===== src/rtl/control_unit_mc_pkg.sv =====
// Shared definitions for the multicycle control unit: opcodes, ALU codes,
// FSM states and the decoded control word.
package control_unit_mc_pkg;

  localparam logic [3:0] OP_LI   = 4'b1000;
  localparam logic [3:0] OP_J    = 4'b1001;
  localparam logic [3:0] OP_JZ   = 4'b1010;
  localparam logic [3:0] OP_JNZ  = 4'b1011;
  localparam logic [3:0] OP_IN   = 4'b1100;
  localparam logic [3:0] OP_OUT  = 4'b1101;
  localparam logic [3:0] OP_NOP  = 4'b1110;
  localparam logic [3:0] OP_HALT = 4'b1111;

  localparam logic [15:0] NOP_WORD = 16'hE000;

  typedef enum logic [2:0] {
    ALU_PASS, ALU_AND, ALU_ADD, ALU_SUB, ALU_OR, ALU_XOR, ALU_SHL, ALU_SHR
  } alu_op_e;

  typedef enum logic [1:0] {
    ST_FETCH, ST_EXEC, ST_WAIT_IO, ST_HALT
  } state_e;

  typedef enum logic [2:0] {
    PCM_NONE, PCM_SEQ, PCM_JUMP, PCM_JZ, PCM_JNZ
  } pc_mode_e;

  typedef enum logic [1:0] {
    IOK_NONE, IOK_IN, IOK_OUT
  } io_kind_e;

  typedef struct packed {
    logic     is_alu;
    logic     we3;
    logic     s_inm;
    pc_mode_e pc_mode;
    io_kind_e io_kind;
    logic     halt;
  } ctrl_t;

endpackage


===== src/rtl/control_unit_mc_if.sv =====
// Control-unit bus: program word, ALU flag and I/O handshake in; IR and
// datapath control out.
interface control_unit_mc_if #(
  parameter int unsigned IW = 16
);
  logic [IW-1:0] instr;
  logic          zero;
  logic          io_valid;
  logic          io_ready;
  logic [IW-1:0] ir;
  logic [2:0]    alu_op;
  logic          we3;
  logic          s_inm;
  logic          s_in;
  logic          pc_en;
  logic          pc_sel;
  logic          io_in_ack;
  logic          io_out_valid;
  logic          zflag;
  logic          halted;
  logic          io_err;

  modport master (
    input  instr, zero, io_valid, io_ready,
    output ir, alu_op, we3, s_inm, s_in, pc_en, pc_sel,
           io_in_ack, io_out_valid, zflag, halted, io_err
  );

  modport slave (
    output instr, zero, io_valid, io_ready,
    input  ir, alu_op, we3, s_inm, s_in, pc_en, pc_sel,
           io_in_ack, io_out_valid, zflag, halted, io_err
  );
endinterface


===== src/rtl/control_unit_mc_decoder.sv =====
// Combinational opcode decoder: IR[15:12] to the static part of the control word.
module cu_decoder
  import control_unit_mc_pkg::*;
(
  input  logic [3:0] opcode_i,
  output ctrl_t      ctrl_o
);

  always_comb begin
    ctrl_o         = '0;
    ctrl_o.pc_mode = PCM_NONE;
    ctrl_o.io_kind = IOK_NONE;
    if (!opcode_i[3]) begin
      ctrl_o.is_alu  = 1'b1;
      ctrl_o.we3     = 1'b1;
      ctrl_o.pc_mode = PCM_SEQ;
    end else begin
      unique case (opcode_i)
        OP_LI: begin
          ctrl_o.we3     = 1'b1;
          ctrl_o.s_inm   = 1'b1;
          ctrl_o.pc_mode = PCM_SEQ;
        end
        OP_J:    ctrl_o.pc_mode = PCM_JUMP;
        OP_JZ:   ctrl_o.pc_mode = PCM_JZ;
        OP_JNZ:  ctrl_o.pc_mode = PCM_JNZ;
        OP_IN:   ctrl_o.io_kind = IOK_IN;
        OP_OUT:  ctrl_o.io_kind = IOK_OUT;
        OP_NOP:  ctrl_o.pc_mode = PCM_SEQ;
        OP_HALT: ctrl_o.halt    = 1'b1;
        default: ;
      endcase
    end
  end

endmodule


===== src/rtl/control_unit_mc.sv =====
// Multicycle control unit: FETCH/EXEC/WAIT_IO/HALT sequencer holding IR, zero
// flag, I/O wait timer and sticky error; strobes are decoded from the current state.
module control_unit_mc
  import control_unit_mc_pkg::*;
#(
  parameter int unsigned IW         = 16,
  parameter int unsigned IO_TIMEOUT = 0
) (
  input logic               clk,
  input logic               reset,
  control_unit_mc_if.master bus
);

  localparam int unsigned TW = (IO_TIMEOUT > 1) ? $clog2(IO_TIMEOUT) : 1;

  state_e        state_q;
  logic [IW-1:0] ir_q;
  logic          zflag_q;
  logic          halted_q;
  logic          io_err_q;
  logic [TW-1:0] timer_q;

  ctrl_t ctrl;
  logic  io_done;
  logic  wait_expired;

  cu_decoder u_dec (
    .opcode_i (ir_q[IW-1:IW-4]),
    .ctrl_o   (ctrl)
  );

  // Non-I/O instructions count as "done" so EXEC falls straight back to FETCH.
  always_comb begin
    unique case (ctrl.io_kind)
      IOK_IN:  io_done = bus.io_valid;
      IOK_OUT: io_done = bus.io_ready;
      default: io_done = 1'b1;
    endcase
    wait_expired = (IO_TIMEOUT != 0) && (state_q == ST_WAIT_IO) &&
                   ((32'(timer_q) + 32'd1) >= IO_TIMEOUT);
  end

  always_comb begin
    bus.we3          = 1'b0;
    bus.s_inm        = 1'b0;
    bus.s_in         = 1'b0;
    bus.pc_en        = 1'b0;
    bus.pc_sel       = 1'b0;
    bus.io_in_ack    = 1'b0;
    bus.io_out_valid = 1'b0;
    if (state_q == ST_EXEC || state_q == ST_WAIT_IO) begin
      bus.we3          = ctrl.we3;
      bus.s_inm        = ctrl.s_inm;
      bus.s_in         = (ctrl.io_kind == IOK_IN);
      bus.io_out_valid = (ctrl.io_kind == IOK_OUT);
      unique case (ctrl.pc_mode)
        PCM_SEQ:  bus.pc_en = 1'b1;
        PCM_JUMP: begin bus.pc_en = 1'b1; bus.pc_sel = 1'b1;     end
        PCM_JZ:   begin bus.pc_en = 1'b1; bus.pc_sel = zflag_q;  end
        PCM_JNZ:  begin bus.pc_en = 1'b1; bus.pc_sel = ~zflag_q; end
        default:  ;
      endcase
      // A timed-out transfer still advances the PC but writes nothing.
      if (ctrl.io_kind != IOK_NONE) begin
        if (io_done) begin
          bus.pc_en     = 1'b1;
          bus.we3       = (ctrl.io_kind == IOK_IN);
          bus.io_in_ack = (ctrl.io_kind == IOK_IN);
        end else if (wait_expired) begin
          bus.pc_en = 1'b1;
        end
      end
    end
  end

  assign bus.alu_op = ctrl.is_alu ? ir_q[IW-2:IW-4] : ALU_PASS;
  assign bus.ir     = ir_q;
  assign bus.zflag  = zflag_q;
  assign bus.halted = halted_q;
  assign bus.io_err = io_err_q;

  always_ff @(posedge clk) begin
    if (reset) begin
      state_q  <= ST_FETCH;
      ir_q     <= {NOP_WORD[15:12], {(IW-4){1'b0}}};
      zflag_q  <= 1'b0;
      halted_q <= 1'b0;
      io_err_q <= 1'b0;
      timer_q  <= '0;
    end else begin
      unique case (state_q)
        ST_FETCH: begin
          ir_q    <= bus.instr;
          state_q <= ST_EXEC;
        end
        ST_EXEC: begin
          if (ctrl.is_alu) zflag_q <= bus.zero;
          if (ctrl.halt) begin
            state_q  <= ST_HALT;
            halted_q <= 1'b1;
          end else if (!io_done) begin
            state_q <= ST_WAIT_IO;
            timer_q <= '0;
          end else begin
            state_q <= ST_FETCH;
          end
        end
        ST_WAIT_IO: begin
          if (io_done) begin
            state_q <= ST_FETCH;
          end else if (wait_expired) begin
            io_err_q <= 1'b1;
            state_q  <= ST_FETCH;
          end else if (IO_TIMEOUT != 0) begin
            timer_q <= timer_q + TW'(1);
          end
        end
        ST_HALT: ;
        default: state_q <= ST_FETCH;
      endcase
    end
  end

endmodule


===== src/flat_wrapper.sv =====
// flat-port wrapper written by rule: the top's interface ports become plain ports
module control_unit_mc_flat import control_unit_mc_pkg::*;
#(
  parameter int unsigned IW         = 16,
  parameter int unsigned IO_TIMEOUT = 0
)
  (clk, reset, bus_instr, bus_zero, bus_io_valid, bus_io_ready, bus_ir, bus_alu_op, bus_we3, bus_s_inm, bus_s_in, bus_pc_en, bus_pc_sel, bus_io_in_ack, bus_io_out_valid, bus_zflag, bus_halted, bus_io_err);
  control_unit_mc_if #(.IW(IW)) bus_i ();
  input logic clk;
  input logic reset;
  input wire logic [$bits(bus_i.instr)-1:0] bus_instr;
  input wire logic [$bits(bus_i.zero)-1:0] bus_zero;
  input wire logic [$bits(bus_i.io_valid)-1:0] bus_io_valid;
  input wire logic [$bits(bus_i.io_ready)-1:0] bus_io_ready;
  output wire logic [$bits(bus_i.ir)-1:0] bus_ir;
  output wire logic [$bits(bus_i.alu_op)-1:0] bus_alu_op;
  output wire logic [$bits(bus_i.we3)-1:0] bus_we3;
  output wire logic [$bits(bus_i.s_inm)-1:0] bus_s_inm;
  output wire logic [$bits(bus_i.s_in)-1:0] bus_s_in;
  output wire logic [$bits(bus_i.pc_en)-1:0] bus_pc_en;
  output wire logic [$bits(bus_i.pc_sel)-1:0] bus_pc_sel;
  output wire logic [$bits(bus_i.io_in_ack)-1:0] bus_io_in_ack;
  output wire logic [$bits(bus_i.io_out_valid)-1:0] bus_io_out_valid;
  output wire logic [$bits(bus_i.zflag)-1:0] bus_zflag;
  output wire logic [$bits(bus_i.halted)-1:0] bus_halted;
  output wire logic [$bits(bus_i.io_err)-1:0] bus_io_err;
  assign bus_i.instr = bus_instr;
  assign bus_i.zero = bus_zero;
  assign bus_i.io_valid = bus_io_valid;
  assign bus_i.io_ready = bus_io_ready;
  assign bus_ir = bus_i.ir;
  assign bus_alu_op = bus_i.alu_op;
  assign bus_we3 = bus_i.we3;
  assign bus_s_inm = bus_i.s_inm;
  assign bus_s_in = bus_i.s_in;
  assign bus_pc_en = bus_i.pc_en;
  assign bus_pc_sel = bus_i.pc_sel;
  assign bus_io_in_ack = bus_i.io_in_ack;
  assign bus_io_out_valid = bus_i.io_out_valid;
  assign bus_zflag = bus_i.zflag;
  assign bus_halted = bus_i.halted;
  assign bus_io_err = bus_i.io_err;
  control_unit_mc #(.IW(IW), .IO_TIMEOUT(IO_TIMEOUT)) u_core (.clk(clk), .reset(reset), .bus(bus_i));
endmodule

===== config.mk =====
export PLATFORM = sky130hd
export DESIGN_NAME = control_unit_mc_flat
export DESIGN_NICKNAME = d
export VERILOG_FILES = /design/src/rtl/control_unit_mc_pkg.sv /design/src/rtl/control_unit_mc_if.sv /design/src/rtl/control_unit_mc_decoder.sv /design/src/rtl/control_unit_mc.sv /design/src/flat_wrapper.sv
export SDC_FILE = /design/constraint.sdc
export NUM_CORES = 1
export LEC_CHECK = 0
export ABC_CLOCK_PERIOD_IN_PS = 1700
export CORE_MARGIN = 2
export CORE_UTILIZATION = 36
export DETAILED_ROUTE_END_ITERATION = 8
export PLACE_DENSITY = 0.74
export SKIP_CTS_REPAIR_TIMING = 1
export SKIP_LAST_GASP = 1
export SLEW_MARGIN = 10
export SYNTH_ARGS = -nofsm -noshare
export SYNTH_HDL_FRONTEND = slang
export SYNTH_HIERARCHICAL = 1
export SYNTH_SLANG_ARGS = --single-unit

===== constraint.sdc =====
create_clock -name clk -period 1.7 [get_ports clk]
set_clock_uncertainty 0.15 [all_clocks]
set_input_delay 0.17 -clock clk [delete_from_list [all_inputs] [get_ports clk]]
set_output_delay 0.17 -clock clk [all_outputs]
set_load 0.01 [all_outputs]

* Word level (Yosys, flattened, before mapping)
Index checks and enable logic that the tools add are counted.
Storage, ports and cells: register bits 20, input port bits 21, output and inout port bits 29, word-level logic and storage cells 61
Cells by class: equality and inequality tests 17, mux-type cells 29, bitwise gates (word level) 2, reductions and logical operators 9
Operators by type and width (number):
- $eq A4 B4 Y1 const B | 8
- $mux W1 | 17
- $pmux W3 S4 | 1
- $mux W3 | 3
- $mux W2 | 4
- $eq A3 B2 Y1 const B | 2
- $pmux W2 S3 | 1
- $reduce_and A2 Y1 | 3
- $eq A2 B1 Y1 const B | 2
- $eq A2 B2 Y1 const B | 2
- $pmux W2 S2 | 1
- $reduce_or A4 Y1 | 1
- $eq A3 B1 Y1 const B | 1
- $eq A3 B3 Y1 const B | 1
- $pmux W1 S3 | 1
- $reduce_bool A3 Y1 | 1
- $logic_not A2 Y1 | 1
- $ne A2 B1 Y1 const B | 1
- $not A1 Y1 | 2
- $pmux W1 S2 | 1
- $reduce_bool A2 Y1 | 1
- $reduce_or A2 Y1 | 1
- $logic_or A1 B1 Y1 | 1

* Longest topological paths before layout
depth after elaboration 10, depth in mapped cells 7, gate-level depth less buffers 7

* Modules after synthesis
The synthesis kept the hierarchy.
Modules (own cells, without submodules):
- control_unit_mc | times used 1, cells each 106, area each 992.2 um2, seq. area each 400.4 um2
- cu_decoder | times used 1, cells each 15, area each 83.8 um2, seq. area each 0.0 um2

* Least setup slack after synthesis
OpenSTA, ideal clock, no wires.
path type register to output, start register u_core.ir_q[15] (netlist: u_core/bus.ir[15]), end output port bus_we3, data arrival time 1712 ps, data required time 1380 ps, path slack -332 ps, cell stages (with the launch flop) 7, path buffers 0, path through dfxtp_1 nand2_1 nor3_1 inv_1 ha_1 a31oi_1 mux2i_1
RTL lines:
- from (decl) | RTL line control_unit_mc.sv:17 | logic [IW-1:0] ir_q;
- from (signal assigned) | RTL line control_unit_mc.sv:85 | ir_q <= {NOP_WORD[15:12], {(IW-4){1'b0}}};
- from (signal assigned) | RTL line control_unit_mc.sv:93 | ir_q <= bus.instr;
- to (decl) | RTL line flat_wrapper.sv:17 | output wire logic [$bits(bus_i.we3)-1:0] bus_we3;

==> run summary <==
- 0.553 mV — peak supply drop
- finished with violations — result of the run
- -589 ps — pre-CTS WS
- bus_zero — hold path start
- 48 — number of buffers inserted by port buffering
- sky130_fd_sc_hd__dfxtp_1 (37%), sky130_fd_sc_hd__mux2i_1 (17%), sky130_fd_sc_hd__ha_1 (8.1%) — ranking of synthesized cells by area
- true — RSZ-0062 raised after global routing
- yes — CTS tree
- output pin — Critical Path Sink Type
- 2.82 mm — routed wire length
- 1,082 — number of global-route vias before repair
- 695 mW/mm^2 — pwr/cell area
- 38.4% — Initial Util
- u_core/bus.zflag — Worst Hold Endpoint
- 0.00108 mm^2 — Syn Std Cell Area
- 5 — Remaining DRCs
- 218 — Final Non-Filler Cells
- 2160 ps — final critical delay including setup and external delays
- 17 — violation count after the first detailed-route iteration
- 20 — count of state elements after synthesis
- 8 — setup violators final
- 58.7 um — vertical die dimension
- u_core/state_q[1] — worst flop-to-flop path endpoint
- 12.9 um — routed length per placed instance
- 72.1% — growth of design area from synthesis to finish
- 32.3% — global-route track usage on met2
- 0.00344 mm^2 — Die Footprint
- 249 — Filler cells
- 212 — dpl cells
- 17 — largest net degree at the start of global routing
- reg2out — critical path start-end classification
- design-rule violations, negative setup slack — violated checks
- 6 — detailed-routing iteration count for the pre-antenna-repair pass
- 0.00177 mm^2 — total placed instance area
- 4.41 mm — wire length of the first global-routing pass
- 37.2% — sequential-to-total area share from yosys stat
- 58.7 um — Chip Width
- 326 ps — post-route worst hold slack
- 121 — cell count after synthesis
- 37.2% — share of Yosys cell area claimed by the top area cell type
- sky130_fd_sc_hd__dfxtp_1 — library cell with the largest summed area after synthesis
- 1,068 — detailed-route via count
- in2reg — hold crit path type
- 0.00281 mm^2 — core area
- 216 — Final #Nets
- 6 — total of warnings raised by yosys
- 3 — number of cells on the worst hold path
- register — element type at the critical path start
- 0.797 — global placer's final weighted congestion
- 3.30% — met3 Use GR
- 0.000904 uW — Leakage Power
- 17.7% — met1 usage in global routing
- -170 ps — reg-to-reg slack, setup
- 20 — clock sinks
- 290 ps — insertion delay to the later sink of the worst-skew pair
- 464 MHz — peak clock frequency supported by timing
- 0 — diode count
- 50 — I/O pin cnt
- 0 — residual overflow from global routing
- 110 ps — clock-pin transition on the worst setup and hold timing paths
- met2 — GR peak layer
- sky130_fd_sc_hd__clkdlybuf4s50_1 (35), sky130_fd_sc_hd__buf_4 (18), sky130_fd_sc_hd__mux2i_1 (17) — commonest cells after routing, fill and taps aside
- 0.00185 mm^2 — final cell area excluding filler cells
- 149 — post-synthesis net count
- -457 ps — setup slack of the critical path after layout
- -2230 ps — setup TNS
- sky130_fd_sc_hd__clkdlybuf4s50_1 — most frequent standard cell in the layout excluding fill and tap cells
- 1380 ps — required time reported for the critical path endpoint
- 2.19 mm — placed wire-length estimate after detailed placement
- 30 — distinct cell type count after synthesis
- 0 — final hold violation count
- sky130_fd_sc_hd__clkbuf_4 — Clock Root Buffer
- 8.89 um^2 — Synth Area per Inst
- 19 — site row count
- 16.7% — GR Util All Layers
- 127% — period utilization
- 30.5% — layout cell share with drive strength beyond 1
- 1840 ps — critical path data arrival time
- 0 — count of final max-slew check failures
- 0 — DRT antenna net count
- 0 — Max Cap Viol
- 3 — Crit Path Max Fanout
- 4.90 — routed vias/inst
- 3 — TritonCTS Buffers
- 2 — number of buffers on the longest clock path
- 0 — initial antenna violation count
- 1 — H-tree lvl count
- u_core/bus.ir[14] — startpoint of the worst register-to-register path
- 7 — number of cell instances on the worst register-to-register path
==> power breakdown <==
group	internal, uW	leakage (uW)	switching [uW]
registers	512	0.000166	29.5
logic	296	0.000723	225
clock network	91.1	0.0000150	133
==> synth_stat cells (all sizes together) <==
cell type,instances
a31o,1
o21ai,1
buf,5
a21boi,1
nand3,2
nor2,18
ha,7
nor3b,1
conb,1
o31ai,1
clkbuf,1
xnor2,2
o21a,1
a32o,1
a41o,1
dfxtp,20
or3b,1
a31oi,1
nor3,2
nand2b,4
a21oi,2
mux2i,18
nand2,12
nand3b,2
nor2b,1
inv,7
a41oi,1
and2,6
==> layer usage <==
layer / wire (um) / up-vias
met2: 1360 / 45
met4: 42 / 0
li1: - / 534
met1: 1160 / 483
met3: 251 / 6
met5: 0 / -
==> logic make-up (layout without fill, tap and decap cells) <==
| kind of cell | Yosys count | in the layout | share of synthesized area [%] |
|---|---|---|---|
| adders and majority gates | 7 | 7 | 8.14 |
| buffers and inverters | 13 | 79 | 6.16 |
| DFF | 20 | 20 | 37.2 |
| xor gates and xnor gates | 2 | 2 | 1.63 |
| and+or+nand+nor | 49 | 49 | 22.1 |
| other | 1 | 1 | 0.349 |
| muxes | 18 | 18 | 16.7 |
| AOI/OAI and AO/OA | 11 | 11 | 7.68 |
==> worst max-delay path, cell delays in order (launching register included) <==
cell                      delay [ps]
sky130_fd_sc_hd__dfxtp_4         370
sky130_fd_sc_hd__nand2_4          70
sky130_fd_sc_hd__nor3_4          220
sky130_fd_sc_hd__ha_2            230
sky130_fd_sc_hd__nand2_2          70
sky130_fd_sc_hd__a31oi_4         220
sky130_fd_sc_hd__mux2i_2         220
sky130_fd_sc_hd__buf_2           150
==> per-stage QoR <==
stage | power (uW) | utilization (%)
after floorplan | 812 | -
after global placement | 1040 | 63.2
after detailed placement | 1050 | 63.2
after CTS | 1280 | 64.1
after global routing | 1360 | 66.0
final | 1290 | 66.0
==> state kept, by name, indices dropped and copies added (netlist names) <==
signal             cells
u_core/bus.ir         16
u_core/state_q         2
u_core/bus.halted      1
u_core/bus.zflag       1
==> area by class of cell <==
cell class                      instances  area (um^2)  share of cell area (%)
Sequential cell                        20          415                    22.4
Inverter                                7         26.3                    1.42
Timing Repair Buffer                   68          627                    33.9
Tap cell                               31         38.8                    2.09
Multi-Input combinational cell         88          718                    38.8
Clock buffer                            4         26.3                    1.42
==> worst max-delay path by stage <==
| stage | startpoint | endpoint | depth (start not counted) | slack [ps] |
|---|---|---|---|---|
| global placement | u_core/bus.ir[14] | bus_we3 | 7 | -510 |
| detailed placement | u_core/bus.ir[14] | bus_we3 | 7 | -590 |
| CTS | u_core/bus.ir[14] | bus_we3 | 7 | -920 |
| floorplan | u_core/bus.ir[15] | bus_we3 | 6 | -70 |
| global route | u_core/bus.ir[14] | bus_we3 | 7 | -560 |
| finish | u_core/bus.ir[14] | bus_we3 | 7 | -460 |
Note: power is estimated with default switching activity, not from simulation.
